==> src/rtl/park_pkg.sv <==
`default_nettype none
// ============================================================================
// Module      : park_pkg
// Description : Shared definitions for the smart parking system. Holds the
//               default slot count and token width, the entry controller
//               state encoding, and the token type. The exit-side location
//               decoder imports the same token type.
// Revision    : 1.0 - initial release
// ============================================================================
package park_pkg;

    localparam int SLOTS_DEFAULT   = 8;
    localparam int TOKEN_W_DEFAULT = 3;

    // Entry controller states; explicit 2-bit encoding
    typedef enum logic [1:0] {
        IDLE   = 2'd0,
        GRANT  = 2'd1,
        REJECT = 2'd2,
        HOLD   = 2'd3
    } park_state_t;

    // Slot index carried by a car between entry and exit
    typedef logic [TOKEN_W_DEFAULT-1:0] token_t;

endpackage : park_pkg
`default_nettype wire

==> src/rtl/free_slot_finder.sv <==
`default_nettype none
// ============================================================================
// Module      : free_slot_finder
// Description : Combinational priority encoder over the occupancy vector.
//               Returns the lowest-numbered free slot and a flag that is set
//               when every slot is taken (free_idx is 0 in that case).
// Ports       : occupancy  in  [SLOTS-1:0]   bit i=1 means slot i is taken
//               free_idx   out [TOKEN_W-1:0] lowest free slot index
//               none_free  out               no slot is free
// Revision    : 1.0 - initial release
// ============================================================================
module free_slot_finder
    import park_pkg::*;
#(
    parameter int SLOTS   = SLOTS_DEFAULT,
    parameter int TOKEN_W = TOKEN_W_DEFAULT
) (
    input  logic [SLOTS-1:0]   occupancy,
    output logic [TOKEN_W-1:0] free_idx,
    output logic               none_free
);

    // Scan from the top down so the last hit, the lowest free index, wins
    always_comb begin
        free_idx  = '0;
        none_free = 1'b1;
        for (int i = SLOTS - 1; i >= 0; i--) begin
            if (!occupancy[i]) begin
                free_idx  = TOKEN_W'(i);
                none_free = 1'b0;
            end
        end
    end

endmodule : free_slot_finder
`default_nettype wire

==> src/rtl/enter_park_ctrl.sv <==
`default_nettype none
// ============================================================================
// Module      : enter_park_ctrl
// Description : Entry-side controller of the smart parking system. Owns the
//               occupancy map, allocates the lowest free slot on an entry
//               request and issues its index as the car's token, and frees
//               the slot named by an exit token.
// Ports       : clk            in   system clock, rising edge
//               rst            in   asynchronous active-high reset
//               enter          in   entry request level, held until answered
//               exit           in   single-cycle exit qualifier
//               exit_token     in   [TOKEN_W-1:0] slot being vacated
//               grant          out  one-cycle pulse, slot allocated
//               reject         out  one-cycle pulse, lot full
//               token          out  [TOKEN_W-1:0] allocated slot index
//               park_location  out  [SLOTS-1:0] occupancy map
//               full           out  every slot taken (combinational)
//               exit_err       out  one-cycle pulse, exit of a free slot
//               free_cnt       out  [TOKEN_W:0] free slot count
//                                   (only with ENTER_PARK_COUNT_EN defined)
// Config      : ENTER_PARK_COUNT_EN - adds the registered free slot counter
// Revision    : 1.0 - initial release
// ============================================================================
module enter_park_ctrl
    import park_pkg::*;
#(
    parameter int SLOTS   = SLOTS_DEFAULT,
    parameter int TOKEN_W = TOKEN_W_DEFAULT
) (
    input  logic               clk,
    input  logic               rst,
    input  logic               enter,
    input  logic               exit,
    input  logic [TOKEN_W-1:0] exit_token,
    output logic               grant,
    output logic               reject,
    output logic [TOKEN_W-1:0] token,
    output logic [SLOTS-1:0]   park_location,
    output logic               full,
`ifdef ENTER_PARK_COUNT_EN
    output logic               exit_err,
    output logic [TOKEN_W:0]   free_cnt
`else
    output logic               exit_err
`endif
);

    localparam logic [SLOTS-1:0] c_one_hot0 = SLOTS'(1);

    park_state_t        r_state;
    logic               r_grant;
    logic               r_reject;
    logic               r_exit_err;
    logic [TOKEN_W-1:0] r_token;
    logic [SLOTS-1:0]   r_map;

    logic [TOKEN_W-1:0] w_free_idx;
    logic               w_none_free;
    logic               w_alloc;
    logic               w_exit_ok;
    logic [SLOTS-1:0]   w_alloc_mask;
    logic [SLOTS-1:0]   w_exit_mask;
    logic [SLOTS-1:0]   w_map_next;

    free_slot_finder #(
        .SLOTS   (SLOTS),
        .TOKEN_W (TOKEN_W)
    ) u_free_slot_finder (
        .occupancy (r_map),
        .free_idx  (w_free_idx),
        .none_free (w_none_free)
    );

    // Allocation and exit both look at the pre-edge map. An allocated slot
    // was free and an exit of a free slot is dropped, so the two masks can
    // never hit the same bit.
    assign w_alloc      = (r_state == IDLE) && enter && !w_none_free;
    assign w_exit_ok    = exit && r_map[exit_token];
    assign w_alloc_mask = w_alloc   ? (c_one_hot0 << w_free_idx) : '0;
    assign w_exit_mask  = w_exit_ok ? (c_one_hot0 << exit_token) : '0;
    assign w_map_next   = (r_map & ~w_exit_mask) | w_alloc_mask;

    always_ff @(posedge clk or posedge rst) begin
        if (rst) begin
            r_state    <= IDLE;
            r_grant    <= 1'b0;
            r_reject   <= 1'b0;
            r_exit_err <= 1'b0;
            r_token    <= '0;
            r_map      <= '0;
        end else begin
            r_grant    <= 1'b0;
            r_reject   <= 1'b0;
            r_exit_err <= exit && !r_map[exit_token];
            r_map      <= w_map_next;
            case (r_state)
                IDLE: begin
                    if (enter) begin
                        if (w_none_free) begin
                            r_reject <= 1'b1;
                            r_state  <= REJECT;
                        end else begin
                            r_grant  <= 1'b1;
                            r_token  <= w_free_idx;
                            r_state  <= GRANT;
                        end
                    end
                end
                GRANT, REJECT: r_state <= HOLD;
                // One allocation per request: wait for the gate to drop enter
                HOLD: begin
                    if (!enter) begin
                        r_state <= IDLE;
                    end
                end
                default: r_state <= IDLE;
            endcase
        end
    end

    assign grant         = r_grant;
    assign reject        = r_reject;
    assign token         = r_token;
    assign park_location = r_map;
    assign exit_err      = r_exit_err;
    assign full          = &r_map;

`ifdef ENTER_PARK_COUNT_EN
    localparam logic [TOKEN_W:0] c_slots_cnt = (TOKEN_W + 1)'(SLOTS);

    logic [TOKEN_W:0] r_free_cnt;

    // A grant and a valid exit on the same edge cancel out; the bounds
    // guard against wrap even though the map logic keeps the count legal.
    always_ff @(posedge clk or posedge rst) begin
        if (rst) begin
            r_free_cnt <= c_slots_cnt;
        end else if (w_alloc && !w_exit_ok && (r_free_cnt != '0)) begin
            r_free_cnt <= r_free_cnt - 1'b1;
        end else if (w_exit_ok && !w_alloc && (r_free_cnt != c_slots_cnt)) begin
            r_free_cnt <= r_free_cnt + 1'b1;
        end
    end

    assign free_cnt = r_free_cnt;
`endif

endmodule : enter_park_ctrl
`default_nettype wire

==> config.mk <==
export PLATFORM = sky130hd
export DESIGN_NAME = enter_park_ctrl
export DESIGN_NICKNAME = d
export VERILOG_FILES = /design/src/rtl/park_pkg.sv /design/src/rtl/free_slot_finder.sv /design/src/rtl/enter_park_ctrl.sv
export SDC_FILE = /design/constraint.sdc
export NUM_CORES = 1
export LEC_CHECK = 0
export CORE_MARGIN = 2
export CORE_UTILIZATION = 50
export DETAILED_ROUTE_END_ITERATION = 16
export PLACE_DENSITY_LB_ADDON = 0.3
export SLEW_MARGIN = 0
export SYNTH_ARGS = -nofsm -noshare
export SYNTH_HDL_FRONTEND = slang
export SYNTH_SLANG_ARGS = --single-unit
==> constraint.sdc <==
create_clock -name clk -period 3.8 [get_ports clk]
set_input_delay 0.76 -clock clk [delete_from_list [all_inputs] [get_ports clk]]
set_output_delay 0.76 -clock clk [all_outputs]
set_load 0.05 [all_outputs]
[After elaboration in Yosys (flattened, before gate mapping)]
Index checks and enable logic that the tools add are counted.
Word-level totals
  register bits after elaboration: 16
  input bits: 7
  output and inout bits: 15
  logic and storage cells: 59
Operators by class
  order comparisons: 1
  equal/unequal tests: 5
  shift-type cells: 2
  muxes and demuxes: 30
  bitwise gates (word level): 4
  reduce and logical (&&, ||, !) cells: 11
Operators with widths (count)
  $mux W3: 8
  $mux W8: 2
  $shl A1 B3 Y8 const A: 2
  $mux W1: 15
  $and A8 B8 Y8: 1
  $not A8 Y8: 1
  $or A8 B8 Y8: 1
  $reduce_and A8 Y1: 1
  $mux W2: 3
  $pmux W2 S3: 1
  $eq A2 B2 Y1 const B: 2
  $logic_and A1 B1 Y1: 4
  $lt A3 B4 Y1 const B: 1
  $ne A2 B2 Y1 const B: 2
  $bmux W1 S3: 1
  $reduce_and A3 Y1: 1
  $eq A2 B1 Y1 const B: 1
  $logic_not A1 Y1: 2
  $logic_not A2 Y1: 1
  $reduce_and A2 Y1: 1
  $reduce_or A2 Y1: 1
  $not A1 Y1: 1

[Logic depth before layout (Yosys ltp)]
Gate-level depths: netlist of run 1.
  depth in word-level cells: 12
  mapped depth: 6
  gate-level depth less buffers: 6

[Cells and area by module]
A second synthesis of run 1 with hierarchy kept.
Second synthesis, totals
  cells, all modules: 90
  area total of the unflattened synthesis: 898.4 µm²
By module, submodules not included
  enter_park_ctrl: instances 1, cells each 77, area an instance 823.3 µm², seq. area each 400.4 µm²
  free_slot_finder: instances 1, cells each 13, area an instance 75.1 µm², seq. area each 0.0 µm²

[Worst setup path before layout of run 1]
OpenSTA, ideal clock, no wires.
  kind: register to output
  start point: register r_map[0], in the netlist park_location[0]
  end point: output port full
  arrival time: 1.738 ns
  data required time: 3.040 ns
  setup slack: 1.302 ns
  cell stages (with the launch flop): 4
  buffers on the path: 1
  path through: dfrtp_1 clkbuf_2 nand4_4 nor2_1
On the way
  word-level cells in the longest chain between the ends: 1
RTL lines
  start: declaration: line enter_park_ctrl.sv:55  | logic [SLOTS-1:0] r_map;
  start signal: assignment: line enter_park_ctrl.sv:95  | r_map <= w_map_next;
  $reduce_and A8 Y1: line enter_park_ctrl.sv:126  | assign full = &r_map;
  end: declaration: line enter_park_ctrl.sv:39  | output logic full,
No other way between the ends.

[Worst setup path in the final report of run 1]
Same ends and word-level chain as after synthesis.

==> results of run 1 <==
stage by stage:
stage	worst slack (ns)	hold WS, ns	power (mW)	instance area, um^2	std cells
final	1.07	0.495	0.879	1090	118
after global routing	0.947	0.526	0.936	1090	118
after CTS	1.05	0.505	0.886	1090	118
after detailed placement	1.37	0.484	0.798	1070	115
after global placement	1.40	0.469	0.783	1070	115
after floorplan	1.30	0.507	0.648	847	79
per-layer routing:
metal	vias to the layer above	wire (um)	share of wire	track usage
li1	348	-	-	-
met1	351	776	0.44	0.294
met2	37	855	0.49	0.334
met3	2	114	0.065	0.0400
met4	0	10	0.0057	0.0647
met5	-	0	0	0
flip-flops by register name, indices dropped and copies added, names as in the netlist:
register / count
park_location: 8
token: 3
r_state: 2
exit_err: 1
grant: 1
reject: 1
layout make-up:
| class | count | area share |
|---|---|---|
| Inverter | 6 | 0.0206 |
| Clock buffer | 3 | 0.0206 |
| Multi-Input combinational cell | 56 | 0.383 |
| Timing Repair Buffer | 21 | 0.192 |
| Sequential cell | 16 | 0.366 |
| Tap cell | 16 | 0.0183 |
path summary, 6_finish.rpt:
check                                        endpoint                       start  slack [ns]
max reg2reg                      token[1]$_DFFE_PP0P_      r_state[0]$_DFFE_PP0P_        2.14
min in group asynchronous  park_location[0]$_DFF_PP0_                         rst        0.84
min reg2reg                      token[1]$_DFFE_PP0P_        token[1]$_DFFE_PP0P_        0.49
min                              token[1]$_DFFE_PP0P_        token[1]$_DFFE_PP0P_        0.49
max                                              full  park_location[0]$_DFF_PP0_        1.07
max in group asynchronous  park_location[4]$_DFF_PP0_                         rst        2.58
critical path, cell delays in order, from the launching register on:
cell,delay [ns]
dfrtp_1,0.54
nand4_4,0.20
nor2_1,0.14
clkdlybuf4s50_1,0.81
synth_stat cells, types with 2 or more instances:
master	instances	area, um^2
a21oi_1	5	25.0
nand4_1	2	12.5
ha_1	2	25.0
a22o_1	3	26.3
nand3_1	4	20.0
nand2_1	7	26.3
nor2_1	4	15.0
nor3_1	2	10.0
inv_1	6	22.5
dfrtp_1	16	400
a31oi_1	4	25.0
nor2b_1	4	25.0
power by group through the flow:
| stage | combinational (mW) | sequential (mW) | clock [mW] |
|---|---|---|---|
| floorplan | 0.197 | 0.451 | 0 |
| global placement | 0.479 | 0.304 | 0 |
| detailed placement | 0.486 | 0.312 | 0 |
| CTS | 0.488 | 0.308 | 0.0901 |
| global route | 0.522 | 0.319 | 0.0945 |
| finish | 0.484 | 0.308 | 0.0873 |
kinds of logic (layout without fill, tap and decap cells):
family                     count (synthesis)  after routing  share of synthesized area
adders and majority gates                  2              2                     0.0295
and+or+nand+nor                           28             28                      0.185
muxes                                      3              3                     0.0709
buffers and inverters                      7             30                     0.0325
AOI/OAI and AO/OA                         23             23                      0.210
DFF                                       16             16                      0.473
==> summary.txt, run 1 <==
Status = finished clean
Crit path capture type = output port
DRC = 0
Sw frac = 0.486
Clock skew = 0.00244 ns
# IOs = 22
LEAKAGE = 0.459 nW
CP max FO = 9
CP required = 3.04 ns
Seq/Total Area, Yosys = 0.473
Setup CP Type = register to output port
Layout Nets = 113
Area of the multi-input gates = 419 um^2
Mean Syn Cell Area = 10.7 um^2
Clock net sink count = 16
EDFF count, synth = 0
Worst r2r path cells = 6
Final Critical Period = 2.73 ns
Worst skew pair latency = 0.28 ns
Placer Congestion = 0.920
Post-synth cell types = 32
Pin count of the biggest net entering global routing = 17
Most used DFF post-synth = dfrtp_1
Register area = 400 um^2
Fillers = 118
Post-Syn Instances = 79
Post-DP HPWL = 1.34 mm
Most frequent cells in the layout = clkdlybuf4s50_1, dfrtp_1, nand2_1
Port buffer count = 21
Vias in the first global route = 713
CTS Buf Count = 3
Initial core utilization = 0.550
P per Cell Area = 803 mW/mm^2
Gr usage total = 0.212
Fin crit share = 0.718
Cts hold-fix bufs = 0
Unrepaired setup endpoints after global routing = false
Final slew viol count = 0
Sw power = 0.427 mW
WP data arrival = 1.97 ns
First-pass iteration count of the detailed router = 4
Root buf cell = clkbuf_4
Hold Path Class = register to register
Setup violators final = 0
Clk buf depth = 2
Area grow syn2layout = 29.2%
Core Area = 0.00154 mm^2
Slew HR = 0.614
Peak VDD IR = 0.412 mV
Row count = 14
Netlist Area Pre-Place = 847 um^2
Height of the die = 45.2 um
First-pass GRT wire length = 3.17 mm
Final Util = 0.710
TritonCTS clock tree = yes
Via-to-Cell Ratio = 6.25
Detail Route Antenna Nets = 0
Via total after detailed routing = 738
ANT cells = 0
WL per Instance = 14.9 um
Clock-pin slew of the registers on the worst-case setup and hold paths = 0.09 ns
Internal Power = 0.452 mW
Most common cell after layout, fill and taps aside = clkdlybuf4s50_1
Combinational fraction of design power = 0.550
Initial DRC count = 25
Fmax achieved = 366 MHz
Die area = 0.00204 mm^2
Hold path cells = 1
Setup tns final = 0 ns
Max Cap Viol = 0
Register bit total from synthesis = 16
Chip width = 45.2 um
Yosys warns = 0
WL final = 1.76 mm
Sequential Power Share = 0.351
Syn_nets = 88
Initial antenna violation count = 0
Global route overflow = 0
Critical path startpoint category = register
Final Hold Viols = 0
Post-CTS setup-driven buffer insertion count = 0
Slew @ Worst Pin = 0.578 ns
Post-CTS sizing = 0
Asr flop ratio synth = 1.00
Share of layout cells above drive strength 1 = 0.0980
Clock Power Share = 0.099
CTS HTree Levels = 1
Power figures use the tool's default switching activity.
==> run 2: changes to the inputs <==
- CORE_UTILIZATION: 50 -> 47
- clock period: 3.8 -> 2.8 ns (I/O delays scaled with it)
==> summary.txt, run 2 (synthesis gave the netlist of run 1 again) <==
CP max FO = 7 (-2)
Via-to-Cell Ratio = 5.98 (-4.4%)
Slowest stage delay, CP = 0.82 ns (about the same)
Chip width = 46.5 um (+2.9%)
Cts hold-fix bufs = 0 (unchanged)
Pin count of the biggest net entering global routing = 17 (unchanged)
Clock skew = 0.00502 ns (+0.00258 ns)
Slew @ Worst Pin = 0.608 ns (+0.0296 ns)
R2r setup slk = 1.10 ns (-1.04 ns)
Hold Path Class = register to register
LEAKAGE = 0.459 nW (unchanged)
Max reg flops = 8 (unchanged)
Row count = 15 (+1)
Root buf cell = clkbuf_4
First-pass GRT wire length = 3.28 mm (+3.7%)
# IOs = 22 (unchanged)
Post-CTS sizing = 0 (unchanged)
Final Critical Period = 2.59 ns
Final Hold Viols = 0 (unchanged)
CTS Buf Count = 3 (unchanged)
Clock-pin slew of the registers on the worst-case setup and hold paths = 0.09 ns (about the same)
Detail Route Antenna Nets = 0 (unchanged)
P per Cell Area = 1090 mW/mm^2 (+36%)
Post-DP HPWL = 1.47 mm (+9.6%)
Most frequent cells in the layout = clkdlybuf4s50_1, dfrtp_1, nand2_1
Post-route design area = 0.00111 mm^2 (+1.0%)
DRC = 0 (unchanged)
CTS HTree Levels = 1 (unchanged)
Worst slack, placed = 0.520 ns (-0.846 ns)
Critical path startpoint category = register
Initial DRC count = 24 (-4.0%)
Global route overflow = 0 (unchanged)
Worst skew pair latency = 0.29 ns (about the same)
Crit path capture type = output port
Clock net sink count = 16 (unchanged)
Vias in the first global route = 728 (+2.1%)
Die area = 0.00216 mm^2 (+5.8%)
CP required = 2.24 ns (-0.80 ns)
WP data arrival = 2.03 ns (+0.06 ns)
Max Cap Viol = 0 (unchanged)
Share of layout cells above drive strength 1 = 0.0980 (unchanged)
Reg-to-Reg Start = r_state[1]$_DFFE_PP0P_
Crit Reg-Reg Endpoint = token[0]$_DFFE_PP0P_
Slew HR = 0.594 (-0.0198)
Worst setup slack after layout = 0.208 ns (-0.862 ns)
Worst r2r path cells = 6 (unchanged)
Height of the die = 46.5 um (+2.9%)
Peak VDD IR = 0.526 mV (+28%)
Gr usage total = 0.221 (+0.00960)
CP Cell Sequence = nand4_1, nor2_1, clkdlybuf4s50_1
Layout Nets = 113 (unchanged)
Most common cell after layout, fill and taps aside = clkdlybuf4s50_1
Post-CTS setup-driven buffer insertion count = 0 (unchanged)
WL final = 1.97 mm (+12%)
Hold endpoint = token[1]$_DFFE_PP0P_
Final slew viol count = 0 (unchanged)
Port buffer count = 21 (unchanged)
Core Area = 0.00171 mm^2 (+11%)
First-pass iteration count of the detailed router = 4 (unchanged)
Hold Crit Start = token[1]$_DFFE_PP0P_
Initial antenna violation count = 0 (unchanged)
WL per Instance = 15.5 um (+3.9%)
Via total after detailed routing = 759 (+2.8%)
Setup tns final = 0 ns (unchanged)
Initial core utilization = 0.496 (-0.0535)
Fin crit share = 0.926
Unrepaired setup endpoints after global routing = false
Fmax achieved = 386 MHz
Slowest-stage cell, CP = clkdlybuf4s50_1
Area grow syn2layout = 30.6%
Setup CP Type = register to output port
TritonCTS clock tree = yes
Placement-stage cell area = 0.00108 mm^2 (+1.1%)
Clk buf depth = 2 (unchanged)
Status = finished clean
Placer Congestion = 0.951 (+3.4%)
Setup violators final = 0 (unchanged)
Hold path cells = 1 (unchanged)
ANT cells = 0 (unchanged)
run 2: cell counts in the layout (fill, tap and decap cells not counted):
No cell type changed its count.
run 2: worst max-delay path by stage:
stage                                     startpoint   end  slack (ns)
after floorplan           park_location[0]$_DFF_PP0_  full        0.50
after global placement    park_location[5]$_DFF_PP0_  full        0.60
after detailed placement  park_location[5]$_DFF_PP0_  full        0.52
after CTS                 park_location[1]$_DFF_PP0_  full        0.20
after global routing      park_location[4]$_DFF_PP0_  full        0.11
final                     park_location[5]$_DFF_PP0_  full        0.21
run 2: routing by layer:
layer	track usage	wire, um	up-vias
li1	-	-	348
met2	0.342	986	45
met5	0	0	-
met1	0.291	826	359
met3	0.0431	127	7
met4	0.114	24	0
run 2: through the flow:
step	cells	power, mW	util	hold slack, ns
after CTS	127	1.21	0.648	0.495
after global placement	124	1.07	0.634	0.476
after global routing	127	1.29	0.648	0.518
after detailed placement	124	1.09	0.634	0.474
final	127	1.20	0.648	0.495
after floorplan	79	0.879	-	0.474
run 2: worst max-delay path: cells and delay by family (launching register included):
kind          cells  cell delay [ns]
buf+inv           1             0.82
flops             1             0.47
simple gates      2             0.46
run 2: cell type report:
type	count	area [um^2]
inverter	6	22.5
sequential	16	400
clock buffer	3	22.5
fill	135	602
multi-input combinational	56	419
timing repair buffer	21	210
tap	25	31.3
run 2: power by group:
part / switching (mW) / internal, mW
clock: 0.0681 / 0.0500
sequential: 0.111 / 0.310
combinational: 0.411 / 0.254
total: 0.591 / 0.614
==> run 3: changes to the inputs <==
- PLACE_DENSITY: default -> 0.77
- PLACE_DENSITY_LB_ADDON: 0.3 -> default
==> summary.txt, run 3 (synthesis gave the netlist of run 1 again) <==
Slowest stage delay, CP = 0.81 ns (about the same)
Final Critical Period = 2.53 ns (-0.0644 ns)
Global route overflow = 0 (unchanged)
Slowest-stage cell, CP = clkdlybuf4s50_1
WL final = 1.84 mm (-6.5%)
Worst skew pair latency = 0.27 ns (-0.02 ns)
Max reg flops = 8 (unchanged)
CTS Buf Count = 3 (unchanged)
Peak VDD IR = 0.637 mV (+21%)
Placer Congestion = 0.891 (-6.4%)
Post-CTS setup-driven buffer insertion count = 0 (unchanged)
First-pass iteration count of the detailed router = 4 (unchanged)
Worst slack, placed = 0.578 ns (+0.0572 ns)
Layout Nets = 113 (unchanged)
Fmax achieved = 396 MHz (+2.6%)
Row count = 15 (unchanged)
WP data arrival = 1.97 ns (-0.06 ns)
Via-to-Cell Ratio = 5.76 (-3.7%)
Detail Route Antenna Nets = 0 (unchanged)
Core Area = 0.00171 mm^2 (unchanged)
Crit path capture type = output port
LEAKAGE = 0.459 nW (unchanged)
Gr usage total = 0.211 (-0.0104)
# IOs = 22 (unchanged)
Setup tns final = 0 ns (unchanged)
Initial antenna violation count = 0 (unchanged)
Pwr Total = 1.20 mW (about the same)
WL per Instance = 14.5 um (-6.5%)
TritonCTS clock tree = yes
Port buffer count = 21 (unchanged)
Unrepaired setup endpoints after global routing = false
Vias in the first global route = 676 (-7.1%)
Chip width = 46.5 um (unchanged)
Sequential Power Share = 0.350 (about the same)
CTS HTree Levels = 1 (unchanged)
Root buf cell = clkbuf_4
P per Cell Area = 1090 mW/mm^2 (about the same)
Max Cap Viol = 0 (unchanged)
Post-CTS sizing = 0 (unchanged)
Share of layout cells above drive strength 1 = 0.0980 (unchanged)
Worst setup slack after layout = 0.273 ns (+0.0644 ns)
Final Hold Viols = 0 (unchanged)
Status = finished clean
DRC = 0 (unchanged)
First-pass GRT wire length = 3.14 mm (-4.4%)
Initial core utilization = 0.496 (unchanged)
Clock-pin slew of the registers on the worst-case setup and hold paths = 0.09 ns (about the same)
Placed instance count = 124 (unchanged)
Height of the die = 46.5 um (unchanged)
Final slew viol count = 0 (unchanged)
Family with the most delay on the worst path = buffers and inverters
Clock Power Share = 0.095 (-0.003)
Internal Power = 0.614 mW (about the same)
Most common cell after layout, fill and taps aside = clkdlybuf4s50_1
Cts hold-fix bufs = 0 (unchanged)
CP max FO = 7 (unchanged)
Post-DP HPWL = 1.39 mm (-5.0%)
Clk buf depth = 2 (unchanged)
Sw frac = 0.490 (about the same)
Clock net sink count = 16 (unchanged)
CP Cell Sequence = nand4_1, nor2_1, clkdlybuf4s50_1
Slew HR = 0.603 (+0.00911)
Initial DRC count = 20 (-17%)
Final std cells w/o fill = 127 (unchanged)
Pin count of the biggest net entering global routing = 17 (unchanged)
Setup violators final = 0 (unchanged)
Post-route design area = 0.00111 mm^2 (unchanged)
CP required = 2.24 ns (about the same)
Slew @ Worst Pin = 0.594 ns (-0.0136 ns)
Buf/Inv on CP = 1 (unchanged)
Most frequent cells in the layout = clkdlybuf4s50_1, dfrtp_1, nand2_1
Placement-stage cell area = 0.00108 mm^2 (unchanged)
Sw power = 0.590 mW (about the same)
Hold Path Class = register to register
Die area = 0.00216 mm^2 (unchanged)
Fin crit share = 0.903 (-0.0230)
Critical path startpoint category = register
Area grow syn2layout = 30.6% (unchanged)
Combinational fraction of design power = 0.554 (+0.002)
Setup CP Type = register to output port
Via total after detailed routing = 731 (-3.7%)
ANT cells = 0 (unchanged)
Clock skew = 0.00256 ns (-0.00246 ns)
run 3: cell counts in the layout (fill, tap and decap cells not counted):
No cell type changed its count.
run 3: power by group through the flow:
stage	clock network, mW	logic, mW	registers, mW
global route	0.132	0.718	0.435
floorplan	0	0.268	0.612
CTS	0.120	0.667	0.420
detailed placement	0	0.664	0.424
finish	0.115	0.668	0.422
global placement	0	0.653	0.415
run 3: worst paths after layout:
path                       slack (ns)              endpoint                       start  depth (start not counted)
min                              0.50  token[1]$_DFFE_PP0P_        token[1]$_DFFE_PP0P_                          1
max in group asynchronous        1.77       grant$_DFF_PP0_                         rst                          2
max reg2reg                      1.13  token[0]$_DFFE_PP0P_      r_state[0]$_DFFE_PP0P_                          6
min in group asynchronous        0.64  token[1]$_DFFE_PP0P_                         rst                          2
min reg2reg                      0.50  token[1]$_DFFE_PP0P_        token[1]$_DFFE_PP0P_                          1
max                              0.27                  full  park_location[5]$_DFF_PP0_                          3
run 3: area by class of cell:
| class | count | area, um^2 |
|---|---|---|
| fillers | 131 | 602 |
| well taps | 25 | 31.3 |
| clock buffers | 3 | 22.5 |
| multi-input cells | 56 | 419 |
| inverters | 6 | 22.5 |
| repair buffers | 21 | 210 |
| flip-flops and latches | 16 | 400 |
run 3: layer usage:
| layer | wire [um] | vias up | global-route usage |
|---|---|---|---|
| li1 | - | 348 | - |
| met1 | 862 | 352 | 0.300 |
| met2 | 857 | 27 | 0.317 |
| met3 | 96 | 4 | 0.0392 |
| met4 | 20 | 0 | 0.0800 |
| met5 | 0 | - | 0 |
run 3: through the flow:
| step | util | hold slack (ns) |
|---|---|---|
| after global placement | 0.634 | 0.473 |
| after floorplan | - | 0.474 |
| after global routing | 0.648 | 0.518 |
| final | 0.648 | 0.500 |
| after CTS | 0.648 | 0.503 |
| after detailed placement | 0.634 | 0.483 |
